$ cat src/rtl/apb_to_obi_bridge_pkg.sv
// ----------------------------------------------------------------------------
// apb_to_obi_bridge_pkg
// Shared types for the APB completer -> OBI manager bridge.
//   bridge_state_e : bridge FSM states
//   bridge_req_t   : request captured from the APB setup phase
// ----------------------------------------------------------------------------
package apb_to_obi_bridge_pkg;

    localparam int unsigned BRIDGE_AW = 32;
    localparam int unsigned BRIDGE_DW = 32;

    typedef enum logic [2:0] {
        IDLE,
        REQ,
        RSP,
        DONE,
        DRAIN_REQ,
        DRAIN_RSP
    } bridge_state_e;

    typedef struct packed {
        logic [BRIDGE_AW-1:0]   addr;
        logic                   we;
        logic [BRIDGE_DW/8-1:0] be;
        logic [BRIDGE_DW-1:0]   wdata;
    } bridge_req_t;

endpackage

$ cat src/rtl/apb_to_obi_bridge.sv
// ----------------------------------------------------------------------------
// apb_to_obi_bridge
// APB completer that forwards each APB transfer as a single OBI transaction.
// One transfer outstanding; a timeout forces an APB error if the OBI side
// stalls, and any late OBI grant/response is drained before the next transfer.
//
// Ports
//   clk, reset                         clock, synchronous active-high reset
//   APB_P*                             APB completer interface
//   obi_req/gnt/addr/we/be/wdata/aid   OBI A channel (manager side)
//   obi_rvalid/rready/rdata/err/rid    OBI R channel
// All outputs are driven straight from registers.
// ----------------------------------------------------------------------------
module apb_to_obi_bridge
    import apb_to_obi_bridge_pkg::*;
#(
    parameter int unsigned        APB_AW         = BRIDGE_AW,
    parameter int unsigned        APB_DW         = BRIDGE_DW,
    parameter int unsigned        OBI_IDW        = 1,
    parameter logic [OBI_IDW-1:0] OBI_ID         = '0,
    parameter int unsigned        TIMEOUT_CYCLES = 64
) (
    input  logic                clk,
    input  logic                reset,
    input  logic [APB_AW-1:0]   APB_PADDR,
    input  logic                APB_PSEL,
    input  logic                APB_PENABLE,
    input  logic                APB_PWRITE,
    input  logic [APB_DW-1:0]   APB_PWDATA,
    input  logic [APB_DW/8-1:0] APB_PSTRB,
    output logic [APB_DW-1:0]   APB_PRDATA,
    output logic                APB_PREADY,
    output logic                APB_PSLVERR,
    output logic                obi_req,
    input  logic                obi_gnt,
    output logic [APB_AW-1:0]   obi_addr,
    output logic                obi_we,
    output logic [APB_DW/8-1:0] obi_be,
    output logic [APB_DW-1:0]   obi_wdata,
    output logic [OBI_IDW-1:0]  obi_aid,
    input  logic                obi_rvalid,
    output logic                obi_rready,
    input  logic [APB_DW-1:0]   obi_rdata,
    input  logic                obi_err,
    input  logic [OBI_IDW-1:0]  obi_rid
);

    // Counter is kept 1 bit wide when the timeout is disabled so it never
    // collapses to zero width; w_timeout is then forced low.
    localparam int unsigned CNT_W = (TIMEOUT_CYCLES > 0) ? $clog2(TIMEOUT_CYCLES + 1) : 1;
    localparam logic [CNT_W-1:0] CNT_LAST =
        CNT_W'((TIMEOUT_CYCLES > 0) ? TIMEOUT_CYCLES - 1 : 0);

    bridge_state_e       r_state;
    bridge_state_e       r_after_done;   // where DONE goes next (IDLE or a drain state)
    bridge_req_t         r_lat;
    logic [CNT_W-1:0]    r_cnt;
    logic                r_req;
    logic                r_pready;
    logic                r_pslverr;
    logic [APB_DW-1:0]   r_prdata;
    logic                r_rready;
    logic [OBI_IDW-1:0]  r_aid;

    logic w_setup;
    logic w_timeout;
    logic w_rid_ok;

    assign w_setup   = APB_PSEL && !APB_PENABLE;
    assign w_timeout = (TIMEOUT_CYCLES != 0) && (r_cnt == CNT_LAST);
    assign w_rid_ok  = (obi_rid == OBI_ID);

    always_ff @(posedge clk) begin
        if (reset) begin
            r_state      <= IDLE;
            r_after_done <= IDLE;
            r_lat        <= '0;
            r_cnt        <= '0;
            r_req        <= 1'b0;
            r_pready     <= 1'b0;
            r_pslverr    <= 1'b0;
            r_prdata     <= '0;
            r_rready     <= 1'b0;
            r_aid        <= OBI_ID;
        end else begin
            r_rready <= 1'b1;
            r_aid    <= OBI_ID;
            case (r_state)
                IDLE: begin
                    r_pready  <= 1'b0;
                    r_pslverr <= 1'b0;
                    r_prdata  <= '0;
                    if (w_setup) begin
                        r_lat.addr  <= APB_PADDR;
                        r_lat.we    <= APB_PWRITE;
                        r_lat.be    <= APB_PWRITE ? APB_PSTRB : '1;
                        r_lat.wdata <= APB_PWRITE ? APB_PWDATA : '0;
                        if (APB_PWRITE && (APB_PSTRB == '0)) begin
                            // Nothing to write: complete locally, OBI untouched.
                            r_state      <= DONE;
                            r_after_done <= IDLE;
                            r_pready     <= 1'b1;
                        end else begin
                            r_state <= REQ;
                            r_req   <= 1'b1;
                            r_cnt   <= '0;
                        end
                    end
                end
                REQ: begin
                    // rvalid cannot belong to this transfer yet and is ignored.
                    if (w_timeout) begin
                        r_state   <= DONE;
                        r_pready  <= 1'b1;
                        r_pslverr <= 1'b1;
                        r_prdata  <= '0;
                        // A grant on the timeout edge still commits the OBI
                        // transfer, so only its response remains to be drained.
                        if (obi_gnt) begin
                            r_req        <= 1'b0;
                            r_after_done <= DRAIN_RSP;
                        end else begin
                            r_after_done <= DRAIN_REQ;
                        end
                    end else begin
                        r_cnt <= r_cnt + CNT_W'(1);
                        if (obi_gnt) begin
                            r_req   <= 1'b0;
                            r_state <= RSP;
                        end
                    end
                end
                RSP: begin
                    if (obi_rvalid) begin
                        r_state      <= DONE;
                        r_after_done <= IDLE;
                        r_pready     <= 1'b1;
                        if (w_rid_ok) begin
                            r_pslverr <= obi_err;
                            r_prdata  <= (!r_lat.we && !obi_err) ? obi_rdata : '0;
                        end else begin
                            r_pslverr <= 1'b1;
                            r_prdata  <= '0;
                        end
                    end else if (w_timeout) begin
                        r_state      <= DONE;
                        r_after_done <= DRAIN_RSP;
                        r_pready     <= 1'b1;
                        r_pslverr    <= 1'b1;
                        r_prdata     <= '0;
                    end else begin
                        r_cnt <= r_cnt + CNT_W'(1);
                    end
                end
                DONE: begin
                    r_pready  <= 1'b0;
                    r_pslverr <= 1'b0;
                    r_prdata  <= '0;
                    // The OBI side keeps moving during the APB completion
                    // cycle, so drain progress is tracked here as well.
                    case (r_after_done)
                        DRAIN_REQ: begin
                            if (obi_gnt) begin
                                r_req   <= 1'b0;
                                r_state <= DRAIN_RSP;
                            end else begin
                                r_state <= DRAIN_REQ;
                            end
                        end
                        DRAIN_RSP: r_state <= obi_rvalid ? IDLE : DRAIN_RSP;
                        default:   r_state <= IDLE;
                    endcase
                end
                DRAIN_REQ: begin
                    if (obi_gnt) begin
                        r_req   <= 1'b0;
                        r_state <= DRAIN_RSP;
                    end
                end
                DRAIN_RSP: begin
                    if (obi_rvalid) begin
                        r_state <= IDLE;
                    end
                end
                default: r_state <= IDLE;
            endcase
        end
    end

    assign APB_PRDATA  = r_prdata;
    assign APB_PREADY  = r_pready;
    assign APB_PSLVERR = r_pslverr;
    assign obi_req     = r_req;
    assign obi_addr    = r_lat.addr;
    assign obi_we      = r_lat.we;
    assign obi_be      = r_lat.be;
    assign obi_wdata   = r_lat.wdata;
    assign obi_aid     = r_aid;
    assign obi_rready  = r_rready;

endmodule

$ cat config.mk
export PLATFORM = sky130hd
export DESIGN_NAME = apb_to_obi_bridge
export DESIGN_NICKNAME = d
export VERILOG_FILES = /design/src/rtl/apb_to_obi_bridge_pkg.sv /design/src/rtl/apb_to_obi_bridge.sv
export SDC_FILE = /design/constraint.sdc
export NUM_CORES = 1
export LEC_CHECK = 0
export CELL_PAD_IN_SITES_DETAIL_PLACEMENT = 1
export CELL_PAD_IN_SITES_GLOBAL_PLACEMENT = 2
export CORE_MARGIN = 2
export CORE_UTILIZATION = 22
export CTS_CLUSTER_SIZE = 10
export DETAILED_ROUTE_END_ITERATION = 8
export PLACE_DENSITY = 0.81
export SLEW_MARGIN = 10
export SYNTH_ARGS = -nofsm -noshare
export SYNTH_HDL_FRONTEND = slang
export SYNTH_SLANG_ARGS = --single-unit
$ cat constraint.sdc
create_clock -name clk -period 2.9 [get_ports clk]
set_clock_uncertainty 0.2 [all_clocks]
set_input_delay 0.435 -clock clk [delete_from_list [all_inputs] [get_ports clk]]
set_output_delay 0.435 -clock clk [all_outputs]
set_load 0.02 [all_outputs]
==> results by stage <==
Critical path:
- The kind of critical path is reg2reg.
- In this run the critical register-to-register path is captured at r_after_done[2]$_SDFFE_PP0P_.
- The cell with the biggest individual delay on the critical path is a2111oi_4.
- Of all nets on the critical path, the largest fanout is 6.
- The largest stage delay on the critical path is 390 ps.
- The startpoint identified for the worst register-to-register timing path is r_cnt[0]$_SDFFE_PP0P_.
- The setup check on the worst reg-to-reg path leaves a slack of 680 ps.
- The critical path endpoint category is a flip-flop.
- The worst reg2reg path depth is 5.
- Among cell families on the critical path, the largest total delay comes from compound AO/OA/AOI/OAI gates.
- STA classifies the critical path startpoint as a flip-flop.
- STA puts the critical path data required time at 2990 ps.
- The data arrival time of the critical path is 2310 ps.
- The number of buffer and inverter instances along the worst setup path is 0.
- Walking the worst path, the cells encountered are ha_1, nand2_1, o31a_1, a2111oi_4, mux2_1.

Yosys:
- After technology mapping, the gate count stands at 571.
- The unique cell type count in the Yosys netlist is 49.
- The most frequent cell after synthesis is nand2_1.
- Ranked by instance count, the synthesized netlist is headed by 146 x nand2_1, 117 x dfxtp_1, 112 x a21oi_1.
- Of the total synthesized cell area, the portion taken by full adders, half adders and majority gates is 0.2720%.
- The number of enable-type register cells in the synthesized netlist is 0.
- The combinational family with the most area after synthesis is compound AO/OA/AOI/OAI gates.
- In the post-synthesis netlist, the biggest area contributors are dfxtp_1 51%, a21oi_1 12%, nand2_1 12%.
- The cell accounting for the most synthesized area is dfxtp_1.
- In the synthesized netlist the async set-or-reset flop fraction comes to 0%.
- The fraction of synthesized area in multiplexers is 0.8975%.
- The most common flop cell mapped by yosys is dfxtp_1.
- The synthesized-area fraction occupied by ao, oa, aoi and oai cells is 21.62%.
- Summing every instance area after synthesis gives 0.004601 sq mm.
- After synthesis, the mean cell area works out to 8.057 sq um.
- The number of register bits inferred by synthesis is 117.
- Of the total synthesized cell area, the portion taken by XOR and XNOR cells is 0%.
- Yosys printed 0 warnings.
- The share of Yosys cell area claimed by the top area cell type is 50.91%.
- The proportion of synthesized chip area in sequential cells is 50.91%.
- Of the total synthesized cell area, the portion taken by AND, OR, NAND and NOR gates is 21.10%.
- The net count after synthesis is 681.

Drt:
- The post-detailed-route wirelength per cell is 15.68 um.
- Wires add up to 16510 um.
- Using the TritonRoute via totals, the vias-per-cell ratio works out to 4.492.
- The detail route stage leaves a number of antenna-violating nets equal to 0.
- For this run, the detailed router's first-pass iteration total came to 4.
- The detailed router's first-iteration violation count is 166.
- Across all layers, the routed design uses 4730 vias.
- In the routed design, unresolved DRC markers number 0.

Floorplanning:
- The effective utilization at floorplan is 22.59%.
- The number of top-level pins is 215.
- The full die area is 0.02208 sq mm.
- In this run the horizontal extent of the chip is 148.6 um.
- The chip height is 148.6 um.
- The standard-cell row count is 52.
- The total area inside the core boundary comes to 0.02036 sq mm.

Finish:
- The synthesis-to-finish area growth is 65.13%.
- The ratio of cells with drive above 1 in the final layout is 6.769%.
- The final net count is 880.
- The diode insertion count for antenna repair is 0.

Timing:
- The transition time at the pin with the least slew margin is 636.7 ps.
- The total of endpoints with negative setup slack in the final report is 0.
- The peak clock frequency supported by timing is 450.4 MHz.
- The number of hold violations in the final report was 0.
- The final-report max-slew violation count is 0.
- Setup total negative slack on the finished layout was measured at 0 ps.
- The minimum clock period after layout is 2220 ps.
- Setup repair after global routing left no endpoint under its margin.
- Measured against its own limit, the worst slew margin works out to 57.56%.
- Final hold analysis gives a worst-case slack of 214.4 ps.
- In the finished design, the share of the clock period the worst path needs comes to 76.55%.

Clocking:
- For this design, the sink count on the clock tree is 117.
- Gates resized during post-CTS repair numbered 0.
- TritonCTS created 17 clock buffers.
- The root buffer cell chosen for the clock tree is clkbuf_16.
- Clock latency on the worst-skew pair, taken at its later pin, is 400 ps.
- The clock-pin slew on the worst setup and hold paths is 50 ps.
- The level count of the clock H-tree is 4.
- In this run the post-CTS setup repair buffer count came out at 0.
- The maximum count of clock buffers along a single path is 2.
- The number of buffers inserted by hold repair at cts is 0.
- TritonCTS built the clock tree.

Place:
- During placement, the flow inserted port buffers numbering 213.
- The HPWL after detailed placement is 11410 um.
- At the end of routability-driven placement, the weighted congestion stood at 0.7484.

Worst hold path:
- The number of cells traversed by the worst hold path is 2.
- The endpoint of the worst hold path is APB_PRDATA[20]$_SDFFE_PP0P_.
- The startpoint of the lowest-slack hold path is reset.
- The class of the worst hold path is in2reg.

Run status:
- The flow ran to the end, and the final reports show no timing, DRC or antenna violations.

GRT:
- Global routing finished with a remaining overflow of 0.
- The initial antenna violation count is 0.
- The first global-routing pass estimated 26050 um of wire.
- The total routing resource utilization after global routing is 14.96%.
- The pin count of the biggest net entering global routing is 66.
- The via count of the first global-routing pass is 4886.

Job:
- Across the run, the number of max-cap violations was 0.

Power:
- The power per cell area is 692.9 mW/mm^2.
- The worst vdd rail ir drop is 0.0004018 V.
- The leakage component of the power is 2.567 nW.
sequential cells by signal (all words and copies together), names as in the netlist:
name	count
APB_PRDATA	32
obi_addr	32
obi_wdata	32
r_cnt	7
obi_be	4
r_state	3
r_after_done	2
APB_PREADY	1
APB_PSLVERR	1
obi_req	1
obi_rready	1
obi_we	1
cells by family after synthesis:
logic type / count (synthesis)
buffers and inverters: 52
AND/OR/NAND/NOR: 218
AO/OA/AOI/OAI: 178
flip-flops: 117
multiplexers: 4
adder cells (fa/ha/maj): 1
other: 1
through the flow:
stage	power, mW	cell area, sq um	utilization [%]	worst slack [ps]	instances
global placement	3.167	6997	34.36	359.3	1021
global route	5.550	7597	37.31	543.1	1053
finish	5.264	7597	37.31	680.0	1053
CTS	5.373	7597	37.31	679.0	1053
detailed placement	3.177	6997	34.36	334.8	1021
floorplan	2.583	4601	-	878.8	571
worst max-delay path by stage:
stage,start,to,depth (start not counted)
after floorplan,r_cnt[0]$_SDFFE_PP0P_,r_after_done[2]$_SDFFE_PP0P_,5
after global placement,APB_PWRITE,r_after_done[2]$_SDFFE_PP0P_,5
after detailed placement,APB_PWRITE,r_after_done[2]$_SDFFE_PP0P_,5
after CTS,r_cnt[0]$_SDFFE_PP0P_,r_after_done[2]$_SDFFE_PP0P_,5
after global routing,r_state[1]$_SDFFE_PP0P_,r_cnt[3]$_SDFFE_PP0P_,4
final,r_cnt[0]$_SDFFE_PP0P_,r_after_done[2]$_SDFFE_PP0P_,5
cell usage in the layout, fill, tap and decap left out, types with 2 or more instances in the layout:
cell             Yosys  final
o21ai_1             33     33
o22ai_1              3      3
buf_12               0      3
clkinv_2             0      4
and2_1               2      2
or3b_1               2      2
nand3_1             34     34
o21ai_0              4      4
clkdlybuf4s50_1      0    212
nor2_1              12     12
inv_1                5      5
nor4_4               1      2
a211oi_1             3      3
bufinv_16            0      3
a31oi_1              7      7
clkinv_4             0      2
a311oi_1             3      3
o2bb2ai_1            2      2
or2_1                2      2
clkinvlp_4           0      4
a21oi_1            112    112
nand2_1            146    146
dfxtp_1            117    116
nor3_1               2      2
nor2b_1              5      5
buf_4                1     10
nand2b_1             4      4
clkbuf_16            0     17
mux2i_1              3      3
inv_2                2      2
where the power goes:
group / switching [mW] / internal (mW) / leakage (nW)
Sequential: 0.121 / 1.74 / 0.949
Combinational: 0.704 / 0.560 / 1.33
Clock: 0.773 / 1.37 / 0.285
Total: 1.60 / 3.67 / 2.57
layout make-up:
| class | count | area, sq um |
|---|---|---|
| Sequential cell | 117 | 2344 |
| Multi-Input combinational cell | 402 | 2032 |
| Inverter | 7 | 26.28 |
| Tap cell | 270 | 337.8 |
| Clock buffer | 19 | 442.9 |
| Timing Repair Buffer | 225 | 2257 |
| Fill cell | 2367 | 12770 |
| Clock inverter | 13 | 157.7 |
layer usage:
layer	vias to the layer above	wire, um	track usage [%]
met5	-	0	0
met4	0	136	3.714
met3	12	1519	6.810
met2	136	7975	25.23
met1	2220	6882	17.31
li1	2362	-	-
(Power assumes the default switching activity.)
